===== config.mk =====
export PLATFORM = sky130hd
export DESIGN_NAME = inst_loader
export DESIGN_NICKNAME = d
export VERILOG_FILES = /design/src/rtl/inst_loader.sv
export SDC_FILE = /design/constraint.sdc
export NUM_CORES = 1
export LEC_CHECK = 0
export CAP_MARGIN = 20
export CORE_UTILIZATION = 48
export CTS_CLUSTER_DIAMETER = 100
export DETAILED_ROUTE_END_ITERATION = 7
export PLACE_DENSITY = 0.73
export SYNTH_ARGS = -nofsm -noshare
export SYNTH_HDL_FRONTEND = slang
export SYNTH_SLANG_ARGS = --single-unit

===== constraint.sdc =====
create_clock -name Clk -period 3 [get_ports Clk]
set_input_delay 0.6 -clock Clk [delete_from_list [all_inputs] [get_ports Clk]]
set_output_delay 0.6 -clock Clk [all_outputs]
set_load 0.005 [all_outputs]

===== src/rtl/inst_loader.sv =====
// Boot loader: byte stream -> 32-bit instruction memory writes, core held until done.
// Optional LOADER_CHECKSUM_EN adds a trailing checksum byte and an error state.
module inst_loader #(
    parameter int          ADDR_W    = 10,
    parameter logic [31:0] BASE_ADDR = 32'h0000_0000
) (
    input  logic        Clk,
    input  logic        Rst,
    input  logic        In_Valid,
    input  logic [7:0]  In_Data,
    output logic        In_Ready,
    output logic        Wr_En,
    output logic [31:0] Wr_Addr,
    output logic [31:0] Wr_Data,
    output logic        Cpu_Hold,
    output logic        Done,
    output logic        Error
);

    typedef enum logic [2:0] {
        S_LEN,
        S_DATA,
        S_SUM,
        S_DONE,
        S_ERR
    } state_t;

    // State entered once the last word (or an empty count) has been consumed.
`ifdef LOADER_CHECKSUM_EN
    localparam state_t S_FIN = S_SUM;
`else
    localparam state_t S_FIN = S_DONE;
`endif

    state_t      state_q, state_d;
    logic [15:0] cnt_q, cnt_d;
    logic [1:0]  bidx_q, bidx_d;
    logic [15:0] widx_q, widx_d;
    logic [23:0] shift_q, shift_d;
    logic        wr_en_q, wr_en_d;
    logic [31:0] wr_addr_q, wr_addr_d;
    logic [31:0] wr_data_q, wr_data_d;
    logic        in_ready_q, in_ready_d;
    logic        hold_q, hold_d;
    logic        done_q, done_d;
    logic        accept;
    logic [15:0] cnt_new;
`ifdef LOADER_CHECKSUM_EN
    logic [7:0]  sum_q, sum_d;
    logic        error_q, error_d;
`endif

    always_comb begin
        state_d   = state_q;
        cnt_d     = cnt_q;
        bidx_d    = bidx_q;
        widx_d    = widx_q;
        shift_d   = shift_q;
        wr_en_d   = 1'b0;
        wr_addr_d = wr_addr_q;
        wr_data_d = wr_data_q;
        cnt_new   = {cnt_q[15:8], In_Data};
        accept    = In_Valid && in_ready_q;
`ifdef LOADER_CHECKSUM_EN
        sum_d     = sum_q;
`endif
        if (accept) begin
`ifdef LOADER_CHECKSUM_EN
            sum_d = sum_q + In_Data;
`endif
            unique case (state_q)
                S_LEN: begin
                    if (bidx_q == 2'd0) begin
                        cnt_d  = {In_Data, 8'h00};
                        bidx_d = 2'd1;
                    end else begin
                        cnt_d   = cnt_new;
                        bidx_d  = 2'd0;
                        state_d = (cnt_new == 16'd0) ? S_FIN : S_DATA;
                    end
                end
                S_DATA: begin
                    bidx_d  = bidx_q + 2'd1;
                    shift_d = {shift_q[15:0], In_Data};
                    if (bidx_q == 2'd3) begin
                        // Words beyond memory capacity are swallowed, never wrapped.
                        if ((widx_q >> ADDR_W) == 16'd0) begin
                            wr_en_d   = 1'b1;
                            wr_addr_d = BASE_ADDR + {14'd0, widx_q, 2'b00};
                            wr_data_d = {shift_q, In_Data};
                        end
                        widx_d = widx_q + 16'd1;
                        if (widx_q == cnt_q - 16'd1) begin
                            state_d = S_FIN;
                        end
                    end
                end
`ifdef LOADER_CHECKSUM_EN
                S_SUM: begin
                    state_d = (sum_d == 8'd0) ? S_DONE : S_ERR;
                end
`endif
                default: begin
                end
            endcase
        end
        in_ready_d = (state_d == S_LEN) || (state_d == S_DATA) ||
                     (state_d == S_SUM);
        hold_d     = (state_d != S_DONE);
        done_d     = (state_d == S_DONE);
`ifdef LOADER_CHECKSUM_EN
        error_d    = (state_d == S_ERR);
`endif
    end

    always_ff @(posedge Clk) begin
        if (Rst) begin
            state_q    <= S_LEN;
            cnt_q      <= 16'd0;
            bidx_q     <= 2'd0;
            widx_q     <= 16'd0;
            shift_q    <= 24'd0;
            wr_en_q    <= 1'b0;
            wr_addr_q  <= BASE_ADDR;
            wr_data_q  <= 32'd0;
            in_ready_q <= 1'b0;
            hold_q     <= 1'b1;
            done_q     <= 1'b0;
`ifdef LOADER_CHECKSUM_EN
            sum_q      <= 8'd0;
            error_q    <= 1'b0;
`endif
        end else begin
            state_q    <= state_d;
            cnt_q      <= cnt_d;
            bidx_q     <= bidx_d;
            widx_q     <= widx_d;
            shift_q    <= shift_d;
            wr_en_q    <= wr_en_d;
            wr_addr_q  <= wr_addr_d;
            wr_data_q  <= wr_data_d;
            in_ready_q <= in_ready_d;
            hold_q     <= hold_d;
            done_q     <= done_d;
`ifdef LOADER_CHECKSUM_EN
            sum_q      <= sum_d;
            error_q    <= error_d;
`endif
        end
    end

    assign In_Ready = in_ready_q;
    assign Wr_En    = wr_en_q;
    assign Wr_Addr  = wr_addr_q;
    assign Wr_Data  = wr_data_q;
    assign Cpu_Hold = hold_q;
    assign Done     = done_q;
`ifdef LOADER_CHECKSUM_EN
    assign Error    = error_q;
`else
    assign Error    = 1'b0;
`endif

endmodule


==> results of run 1 <==
-- state kept, by name (all words and copies together) (netlist names) --
name	cells
Wr_En	1
Wr_Data	32
state_q	3
Cpu_Hold	1
cnt_q	16
bidx_q	2
widx_q	16
shift_q	24
Wr_Addr	16
In_Ready	1
Done	1
-- metal layers --
layer	part of all wire (%)	global-route usage, %
met1	47	33.3
met2	46	38.1
met3	5.8	5.97
met4	1.1	8.23
met5	0	0
-- kinds of logic (layout without fill, tap and decap cells) --
| group | count (synthesis) | in the layout |
|---|---|---|
| other cells | 1 | 17 |
| buf+inv | 65 | 122 |
| xor+xnor | 32 | 32 |
| flops | 113 | 113 |
| mux | 3 | 3 |
| compound gates | 127 | 127 |
| simple gates | 270 | 270 |
| fa+ha+maj | 4 | 4 |
-- cells in the final DEF, fill, tap and decap left out, drive strengths merged, types with 3 or more instances in the layout --
cell and count:
nand2 152, dfxtp 113, a21oi 89, clkdlybuf4s50 61
nor2 38, nand3 25, xnor2 19, buf 19
o21ai 18, conb 17, clkbuf 17, inv 17
xor2 13, nand4 10, nor4 9, nor3 9
and2 7, or3 4, ha 4, bufinv 4
or2 4, a311oi 3, mux2i 3, clkinv 3
-- synthesized netlist by cell type (all sizes together) (3+ instances only) --
library cell	number
nand2	152
dfxtp	113
a21oi	89
nor2	38
clkbuf	28
buf	27
nand3	25
xnor2	19
o21ai	18
xor2	13
nand4	10
inv	9
nor3	9
nor4	9
and2	7
ha	4
or2	4
or3	4
a311oi	3
mux2i	3
-- layout make-up --
type | count | area (sq um) | share of cell area (%)
Multi-Input combinational cell | 453 | 2360 | 37.9
Sequential cell | 113 | 2260 | 36.4
Timing Repair Buffer | 80 | 753 | 12.1
Clock buffer | 17 | 414 | 6.67
Clock inverter | 15 | 220 | 3.55
Tap cell | 133 | 166 | 2.68
Inverter | 10 | 37.5 | 0.604
-- worst max-delay path, stage by stage, from the launching register on --
cell	delay, ns
dfxtp_1	0.36
inv_1	0.06
ha_1	0.37
nor4_1	0.42
nand3_1	0.22
nor4_1	0.43
a21oi_1	0.20
o22a_1	0.25
-- worst max-delay path by stage --
stage                                      start                  end  slack [ns]  depth (start not counted)
after global routing      bidx_q[1]$_SDFFE_PP0P_  Cpu_Hold$_SDFF_PP1_        0.43                          7
after detailed placement              In_Data[7]  Cpu_Hold$_SDFF_PP1_        0.53                          6
after global placement                In_Data[7]  Cpu_Hold$_SDFF_PP1_        0.54                          6
after floorplan            cnt_q[0]$_SDFFE_PP0P_  In_Ready$_SDFF_PP0_        0.66                          9
after CTS                 bidx_q[0]$_SDFFE_PP0P_  Cpu_Hold$_SDFF_PP1_        0.59                          7
final                     bidx_q[0]$_SDFFE_PP0P_  Cpu_Hold$_SDFF_PP1_        0.57                          7
-- metrics by stage --
step | setup slack (ns) | cell area (sq um) | power (W)
after floorplan | 0.659 | 4940 | 0.00174
after global placement | 0.544 | 5580 | 0.00179
after detailed placement | 0.531 | 5580 | 0.00179
after CTS | 0.593 | 6210 | 0.00394
after global routing | 0.426 | 6210 | 0.00405
final | 0.566 | 6210 | 0.00392
-- power by group --
group,internal [W],total (W),switching (W)
Sequential,0.00152,0.00154,0.0000206
Clock,0.00138,0.00215,0.000770
Combinational,0.0000876,0.000231,0.000144
Total,0.00298,0.00392,0.000935
==> results.sh, run 1 <==
export IMPL_diodes=0
export IMPL_root_buffer="clkbuf_8"
export IMPL_whs_path_depth=2
export IMPL_power_density_nw_per_um2=631
export IMPL_yosys_warnings=0
export IMPL_grt_max_degree=58
export IMPL_peakVddDrop_uv=432
export IMPL_synth_area_leaders="dfxtp_1 46%, nand2_1 12%, a21oi_1 9.1%"
export IMPL_hold_viol_final=0
export IMPL_cts_hold_buf=0
export IMPL_period_share_pct=81.1
export IMPL_critPathCaptureType="register"
export IMPL_port_buffers=62
export IMPL_drt_pass1_iterations=5
export IMPL_relSlewSlack_pct=42.3
export IMPL_avgSynthCellArea_sq_um=7.93
export IMPL_min_delay_start="Wr_Data[25]$_SDFFE_PP0P_"
export IMPL_wl_mm=11.9
export IMPL_skew_ns=0.00806
export IMPL_fin_crit_ns=2.43
export IMPL_syn_area_sq_um=4880
export IMPL_synth_xor_area_share_pct=5.75
export IMPL_numCtsBuffers=17
export IMPL_route_detailed_drc=0
export IMPL_rsz0062_at_grt="no"
export IMPL_antenna_found_initial=0
export IMPL_synth_simple_gate_area_share_pct=24.9
export IMPL_synth_top_area_share_pct=46.4
export IMPL_setup_viol=0
export IMPL_grt_pass1_wl_mm=20.0
export IMPL_synth_adder_area_share_pct=1.03
export IMPL_clock_sinks=113
export IMPL_syn_inst=615
export IMPL_wl_per_cell_um=14.5
export IMPL_final_max_slew_viol_count=0
export IMPL_ys_flop_type="dfxtp_1"
export IMPL_setup_tns_ns=0
export IMPL_drive_above_1_share_pct=8.72
export IMPL_status="completed"
export IMPL_synth_cell_type_count=56
export IMPL_numPlacedInstances=789
export IMPL_path_clk_slew_ns=0.06
export IMPL_track_usage_pct=24.5
export IMPL_dieWidth_um=103
export IMPL_initial_core_util_pct=49.7
export IMPL_syn2layout_area_growth_pct=27.3
export IMPL_h_tree_depth=4
export IMPL_reg2reg_to="Cpu_Hold$_SDFF_PP1_"
export IMPL_r2r_start="bidx_q[0]$_SDFFE_PP0P_"
export IMPL_reg2reg_depth=7
export IMPL_cts_tree="done"
export IMPL_ioPinCount=80
export IMPL_die_area_sq_um=10600
export IMPL_ant_nets=0
export IMPL_hold_class="register to register"
export IMPL_vias_per_cell=5.44
export IMPL_synth_edff_count=0
export IMPL_gr_total_overflow=0
export IMPL_cp_data_arrival_time_ns=2.82
export IMPL_synth_compound_area_share_pct=14.7
export IMPL_whs_ns=0.455
export IMPL_synthArstFlopShare_pct=0
export IMPL_startpoint_type="register"
export IMPL_yosysSeqAreaShare_pct=46.4
export IMPL_drv_cap=0
export IMPL_reg2reg_slack_ns=0.57
export IMPL_synth_top_family_by_area="simple AND/OR/NAND/NOR gates"
export IMPL_ys_seq_elements=113
export IMPL_required_ns=3.39
export IMPL_synth_area_leader_cell="dfxtp_1"
export IMPL_cts_resized=0
export IMPL_cts_setup_buffers=0
export IMPL_clkLatencyLatePin_ns=0.51
export IMPL_clock_path_buffers=2
export IMPL_whs_endpoint="Wr_Data[25]$_SDFFE_PP0P_"
export IMPL_drtIter0Drc=340
export IMPL_fillers=853
export IMPL_leakage_nw=2.20
export IMPL_fin_util_pct=63.2
export IMPL_place_gp_congestion=0.874
export IMPL_core_area_sq_um=9820
export IMPL_synthMuxAreaShare_pct=0.616
export IMPL_routed_via_count=4466
export IMPL_rows=36
export IMPL_dp_hpwl_mm=7.97
export IMPL_die_y_um=103
export IMPL_path_class="register to register"
export IMPL_clock_fmax_mhz=411
export IMPL_tightest_slew_ns=0.866
export IMPL_grt_pass1_vias=4150
export IMPL_crit_fanout=12
export IMPL_final_cells=821
export IMPL_fin_nets=690
(Power assumes the default switching activity.)
==> run 2: changes to the inputs <==
--- a/config.mk
+++ b/config.mk
@@ -9,7 +9,7 @@
 export CORE_UTILIZATION = 48
 export CTS_CLUSTER_DIAMETER = 100
 export DETAILED_ROUTE_END_ITERATION = 7
-export PLACE_DENSITY = 0.73
+export PLACE_DENSITY = 0.76
 export SYNTH_ARGS = -nofsm -noshare
 export SYNTH_HDL_FRONTEND = slang
 export SYNTH_SLANG_ARGS = --single-unit
==> constraint.sdc (replaced) <==
create_clock -name Clk -period 2.2 [get_ports Clk]
set_input_delay 0.44 -clock Clk [delete_from_list [all_inputs] [get_ports Clk]]
set_output_delay 0.44 -clock Clk [all_outputs]
set_load 0.005 [all_outputs]
==> run 2 against run 1 <==
Clock power up 27%. Sequential cell count unchanged. Final cell count up 3.4%. Critical endpoint is now In_Ready$_SDFF_PP0_. Largest cell class unchanged. Worst hold slack worse by 0.11 ns. Register-to-register slack worse by 0.50 ns. Highest routed layer unchanged. Setup slack worse by 0.50 ns. Design area up 3.9%.
==> results.sh, run 2 (synthesized netlist as in run 1, its figures left out) <==
export IMPL_port_buffers=62
export IMPL_fin_nets=718
export IMPL_period_share_pct=97.1
export IMPL_path_clk_slew_ns=0.06
export IMPL_critPathCaptureType="register"
export IMPL_track_usage_pct=24.8
export IMPL_path_class="register to register"
export IMPL_gr_total_overflow=0
export IMPL_layout_commonest_cell="nand2_1"
export IMPL_diodes=0
export IMPL_grt_pass1_vias=4133
export IMPL_clock_path_buffers=2
export IMPL_final_cells=849
export IMPL_power_frac_comb_pct=7.0
export IMPL_antenna_found_initial=0
export IMPL_peakVddDrop_uv=516
export IMPL_syn2layout_area_growth_pct=32.3
export IMPL_leakage_nw=2.33
export IMPL_h_tree_depth=4
export IMPL_wl_mm=12.6
export IMPL_clock_fmax_mhz=468
export IMPL_cts_hold_buf=0
export IMPL_wl_per_cell_um=14.9
export IMPL_largest_register_ffs=32
export IMPL_grt_max_degree=50
export IMPL_tightest_slew_ns=0.565
export IMPL_dieWidth_um=103
export IMPL_whs_path_depth=2
export IMPL_rsz0062_at_grt="yes"
export IMPL_hold_viol_final=0
export IMPL_die_area_sq_um=10600
export IMPL_reg2reg_depth=7
export IMPL_drtIter0Drc=385
export IMPL_grt_pass1_wl_mm=20.0
export IMPL_clock_sinks=113
export IMPL_root_buffer="clkbuf_8"
export IMPL_core_area_sq_um=9820
export IMPL_hold_class="input port to register"
export IMPL_startpoint_type="register"
export IMPL_place_gp_congestion=0.863
export IMPL_fin_crit_ns=2.14
export IMPL_clkPwrFrac_pct=52.6
export IMPL_setup_tns_ns=0
export IMPL_status="completed"
export IMPL_power_density_nw_per_um2=804
export IMPL_ant_nets=0
export IMPL_rows=36
export IMPL_initial_core_util_pct=49.7
export IMPL_die_y_um=103
export IMPL_mostFrequentLayoutCells="152 x nand2_1, 112 x dfxtp_1, 89 x a21oi_1"
export IMPL_drive_above_1_share_pct=13.0
export IMPL_vias_per_cell=5.46
export IMPL_routed_via_count=4634
export IMPL_setup_viol=0
export IMPL_required_ns=2.61
export IMPL_skew_ns=0.00519
export IMPL_fin_util_pct=65.7
export IMPL_final_max_slew_viol_count=0
export IMPL_relSlewSlack_pct=62.0
export IMPL_route_detailed_drc=0
export IMPL_p_sw_share_pct=23.5
export IMPL_crit_fanout=4
export IMPL_pwr_share_seq_pct=40.3
export IMPL_dp_hpwl_mm=8.55
export IMPL_p_sw_w=0.00122
export IMPL_drt_pass1_iterations=5
export IMPL_internal_power_w=0.00397
export IMPL_drv_cap=0
export IMPL_numPlacedInstances=816
export IMPL_ioPinCount=80
export IMPL_numCtsBuffers=17
export IMPL_cts_tree="done"
export IMPL_clkLatencyLatePin_ns=0.52
export IMPL_cp_data_arrival_time_ns=2.55
==> run 2: cell type report <==
cell class / instances / area [sq um]
Fill cell: 779 / 3370
Multi-Input combinational cell: 453 / 2400
Sequential cell: 113 / 2260
Timing Repair Buffer: 108 / 992
Clock buffer: 19 / 432
Tap cell: 133 / 166
Clock inverter: 13 / 161
Inverter: 10 / 37.5
==> run 2: metrics by stage <==
stage	area (sq um)	hold WS (ns)	total power, W	worst slack (ns)
2_1_floorplan	4950	0.432	0.00237	0.0425
3_3_place_gp	5800	0.441	0.00246	0.0280
3_5_place_dp	5800	0.449	0.00248	-0.0187
4_1_cts	6420	0.326	0.00519	0.00992
5_1_grt	6450	0.353	0.00532	-0.0605
6_report	6450	0.343	0.00519	0.0630
==> run 2: power by group through the flow <==
| stage | clock network [W] | registers (W) | logic, W |
|---|---|---|---|
| after floorplan | 0 | 0.00213 | 0.000242 |
| after global placement | 0 | 0.00213 | 0.000331 |
| after detailed placement | 0 | 0.00213 | 0.000343 |
| after CTS | 0.00274 | 0.00209 | 0.000355 |
| after global routing | 0.00283 | 0.00209 | 0.000398 |
| final | 0.00273 | 0.00209 | 0.000365 |
==> run 2: worst paths after layout <==
path,startpoint,end,slack (ns)
setup reg to reg,cnt_q[0]$_SDFFE_PP0P_,In_Ready$_SDFF_PP0_,0.06
setup / recovery,cnt_q[0]$_SDFFE_PP0P_,In_Ready$_SDFF_PP0_,0.06
hold / removal,Rst,Wr_En$_SDFF_PP0_,0.34
hold reg to reg,shift_q[20]$_SDFFE_PP0P_,Wr_Data[28]$_SDFFE_PP0P_,0.45
==> run 2: repair_timing <==
action | 4_1_cts | 5_1_grt
resized for setup | 3 | 6
endpoints found under the setup margin | 2 | 5
gates cloned | 0 | 0
pin swaps | 5 | 7
setup buffers | 0 | 1
==> run 2: worst max-delay path, stage by stage (launching register included) <==
cell     delay, ns
dfxtp_2       0.33
buf_6         0.11
or2_0         0.22
or4b_1        0.51
a311o_1       0.29
a22oi_2       0.14
nand4_1       0.19
o21a_1        0.23
==> run 2: metal layers <==
metal	vias up	part of all wire [%]	GRT usage (%)
met3	26	5.4	5.69
met4	0	2.0	9.86
met1	2224	45	32.8
met5	-	0	0
met2	170	47	39.4
li1	2214	-	-
==> run 3: changes to the inputs <==
--- a/config.mk
+++ b/config.mk
@@ -9,7 +9,7 @@
 export CORE_UTILIZATION = 48
 export CTS_CLUSTER_DIAMETER = 100
 export DETAILED_ROUTE_END_ITERATION = 7
-export PLACE_DENSITY = 0.76
+export PLACE_DENSITY = 0.73
 export SYNTH_ARGS = -nofsm -noshare
 export SYNTH_HDL_FRONTEND = slang
 export SYNTH_SLANG_ARGS = --single-unit
==> constraint.sdc (replaced) <==
create_clock -name Clk -period 2 [get_ports Clk]
set_input_delay 0.4 -clock Clk [delete_from_list [all_inputs] [get_ports Clk]]
set_output_delay 0.4 -clock Clk [all_outputs]
set_load 0.005 [all_outputs]
==> run 3 against run 2 <==
The run now ends with negative setup slack left. Sequential cell count is the same. Setup slack lost 0.20 ns. Combinational power grew 22%. Power grew 7.6%. Register-to-register slack lost 0.20 ns. Clock skew grew 0.0013 ns. Via count grew 1.9%. Critical path depth shrank 1. Count of clock-buffer cells in the layout shrank 2. Design area grew 3.2%. Final cell count grew 2.6%. Critical path type unchanged. Largest cell class unchanged. Highest routed layer unchanged.
==> results.sh, run 3 (synthesized netlist as in run 1, its figures left out) <==
export IMPL_relSlewSlack_pct=65.6
export IMPL_final_max_slew_viol_count=0
export IMPL_die_y_um=103
export IMPL_drv_cap=0
export IMPL_port_buffers=62
export IMPL_drt_pass1_iterations=6
export IMPL_root_buffer="clkbuf_8"
export IMPL_rsz0062_at_grt="yes"
export IMPL_dieWidth_um=103
export IMPL_violations="negative setup slack"
export IMPL_drtIter0Drc=445
export IMPL_ioPinCount=80
export IMPL_wl_per_cell_um=15.4
export IMPL_place_gp_congestion=0.919
export IMPL_fin_nets=740
export IMPL_peakVddDrop_uv=521
export IMPL_syn2layout_area_growth_pct=36.5
export IMPL_path_clk_slew_ns=0.06
export IMPL_clock_path_buffers=2
export IMPL_dp_hpwl_mm=8.92
export IMPL_worst_slack_ns=-0.136
export IMPL_tightest_slew_ns=0.512
export IMPL_leakage_nw=2.42
export IMPL_rows=36
export IMPL_h_tree_depth=4
export IMPL_mostFrequentLayoutCells="152 x nand2_1, 108 x dfxtp_1, 89 x a21oi_1"
export IMPL_largest_register_ffs=32
export IMPL_status="finished with violations"
export IMPL_place_area_sq_um=5950
export IMPL_drive_above_1_share_pct=17.1
export IMPL_grt_pass1_vias=4456
export IMPL_core_area_sq_um=9820
export IMPL_pwr_share_seq_pct=41.2
export IMPL_layout_commonest_cell="nand2_1"
export IMPL_fin_crit_ns=2.14
export IMPL_cts_tree="done"
export IMPL_ant_nets=0
export IMPL_path_class="register to register"
export IMPL_cp_data_arrival_time_ns=2.56
export IMPL_diodes=0
export IMPL_route_detailed_drc=0
export IMPL_clock_sinks=113
export IMPL_crit_fanout=5
export IMPL_p_sw_share_pct=25.7
export IMPL_skew_ns=0.00648
export IMPL_clkLatencyLatePin_ns=0.53
export IMPL_vias_per_cell=5.42
export IMPL_stdcell_area_sq_um=6660
export IMPL_hold_class="input port to register"
export IMPL_startpoint_type="register"
export IMPL_track_usage_pct=26.2
export IMPL_period_share_pct=107
export IMPL_required_ns=2.42
export IMPL_setup_viol=4
export IMPL_clkPwrFrac_pct=50.9
export IMPL_setup_tns_ns=-0.347
export IMPL_internal_power_w=0.00414
export IMPL_power_density_nw_per_um2=838
export IMPL_grt_pass1_wl_mm=21.2
export IMPL_grt_max_degree=42
export IMPL_wl_mm=13.4
export IMPL_routed_via_count=4724
export IMPL_p_sw_w=0.00144
export IMPL_die_area_sq_um=10600
export IMPL_antenna_found_initial=0
export IMPL_critPathCaptureType="register"
export IMPL_power_frac_comb_pct=8.0
export IMPL_hold_viol_final=0
export IMPL_gr_total_overflow=0
export IMPL_clock_fmax_mhz=468
export IMPL_numCtsBuffers=17
export IMPL_initial_core_util_pct=49.7
-- run 3: cell types whose count changed in the layout (fill, tap and decap cells not counted), sizes merged --
cell and delta:
clkinvlp +2, buf +21, bufinv -2, clkinv -4, clkbuf -1, inv +6
-- run 3: layout make-up --
cell class / count / area, sq um
clock buffer: 17 / 414
clock inverter: 15 / 150
fill: 796 / 3160
inverter: 10 / 40.0
multi-input combinational: 453 / 2440
sequential: 113 / 2270
tap: 133 / 166
timing repair buffer: 130 / 1180
-- run 3: per-stage QoR --
step / hold WS, ns / setup WS [ns] / instances / utilization (%) / total power, W
floorplan: 0.432 / -0.0732 / 631 / - / 0.00261
global placement: 0.444 / -0.0931 / 834 / 60.6 / 0.00275
detailed placement: 0.445 / -0.194 / 834 / 60.6 / 0.00276
CTS: 0.291 / -0.172 / 866 / 66.4 / 0.00558
global route: 0.321 / -0.166 / 871 / 67.8 / 0.00576
finish: 0.309 / -0.136 / 871 / 67.8 / 0.00558
-- run 3: power by group through the flow --
stage / Sequential [W] / Clock (W) / Combinational [W]
floorplan: 0.00234 / 0 / 0.000269
global placement: 0.00234 / 0 / 0.000408
detailed placement: 0.00234 / 0 / 0.000417
CTS: 0.00229 / 0.00287 / 0.000423
global route: 0.00230 / 0.00298 / 0.000482
finish: 0.00230 / 0.00284 / 0.000445
-- run 3: path summary, 6_finish.rpt --
check	endpoint	cells past startpoint	from	slack (ns)
setup reg to reg	In_Ready$_SDFF_PP0_	6	cnt_q[0]$_SDFFE_PP0P_	-0.14
setup / recovery	In_Ready$_SDFF_PP0_	6	cnt_q[0]$_SDFFE_PP0P_	-0.14
hold / removal	widx_q[14]$_SDFFE_PP0P_	2	Rst	0.31
hold reg to reg	Wr_Data[27]$_SDFFE_PP0P_	2	Wr_Data[27]$_SDFFE_PP0P_	0.45
-- run 3: routing by layer --
layer	vias to the layer above	track usage, %	part of all wire, %
met5	-	0	0
met4	0	11.9	1.6
met3	20	6.37	7.8
met2	214	40.6	47
met1	2227	34.5	43
li1	2263	-	-
-- run 3: critical path, stage by stage, from the launching register on --
cell	delay [ns]
dfxtp_4	0.37
or2_1	0.24
or4b_1	0.54
a311o_1	0.30
a22oi_2	0.13
nand4_1	0.21
o21a_1	0.24
-- run 3: repair_timing --
| item | CTS | global route |
|---|---|---|
| buffers inserted | 0 | 4 |
| gates cloned | 0 | 1 |
| endpoints found under the setup margin | 4 | 43 |
| gates resized for setup | 2 | 19 |
| pin swaps | 3 | 5 |
| hold buffers | 0 | 0 |
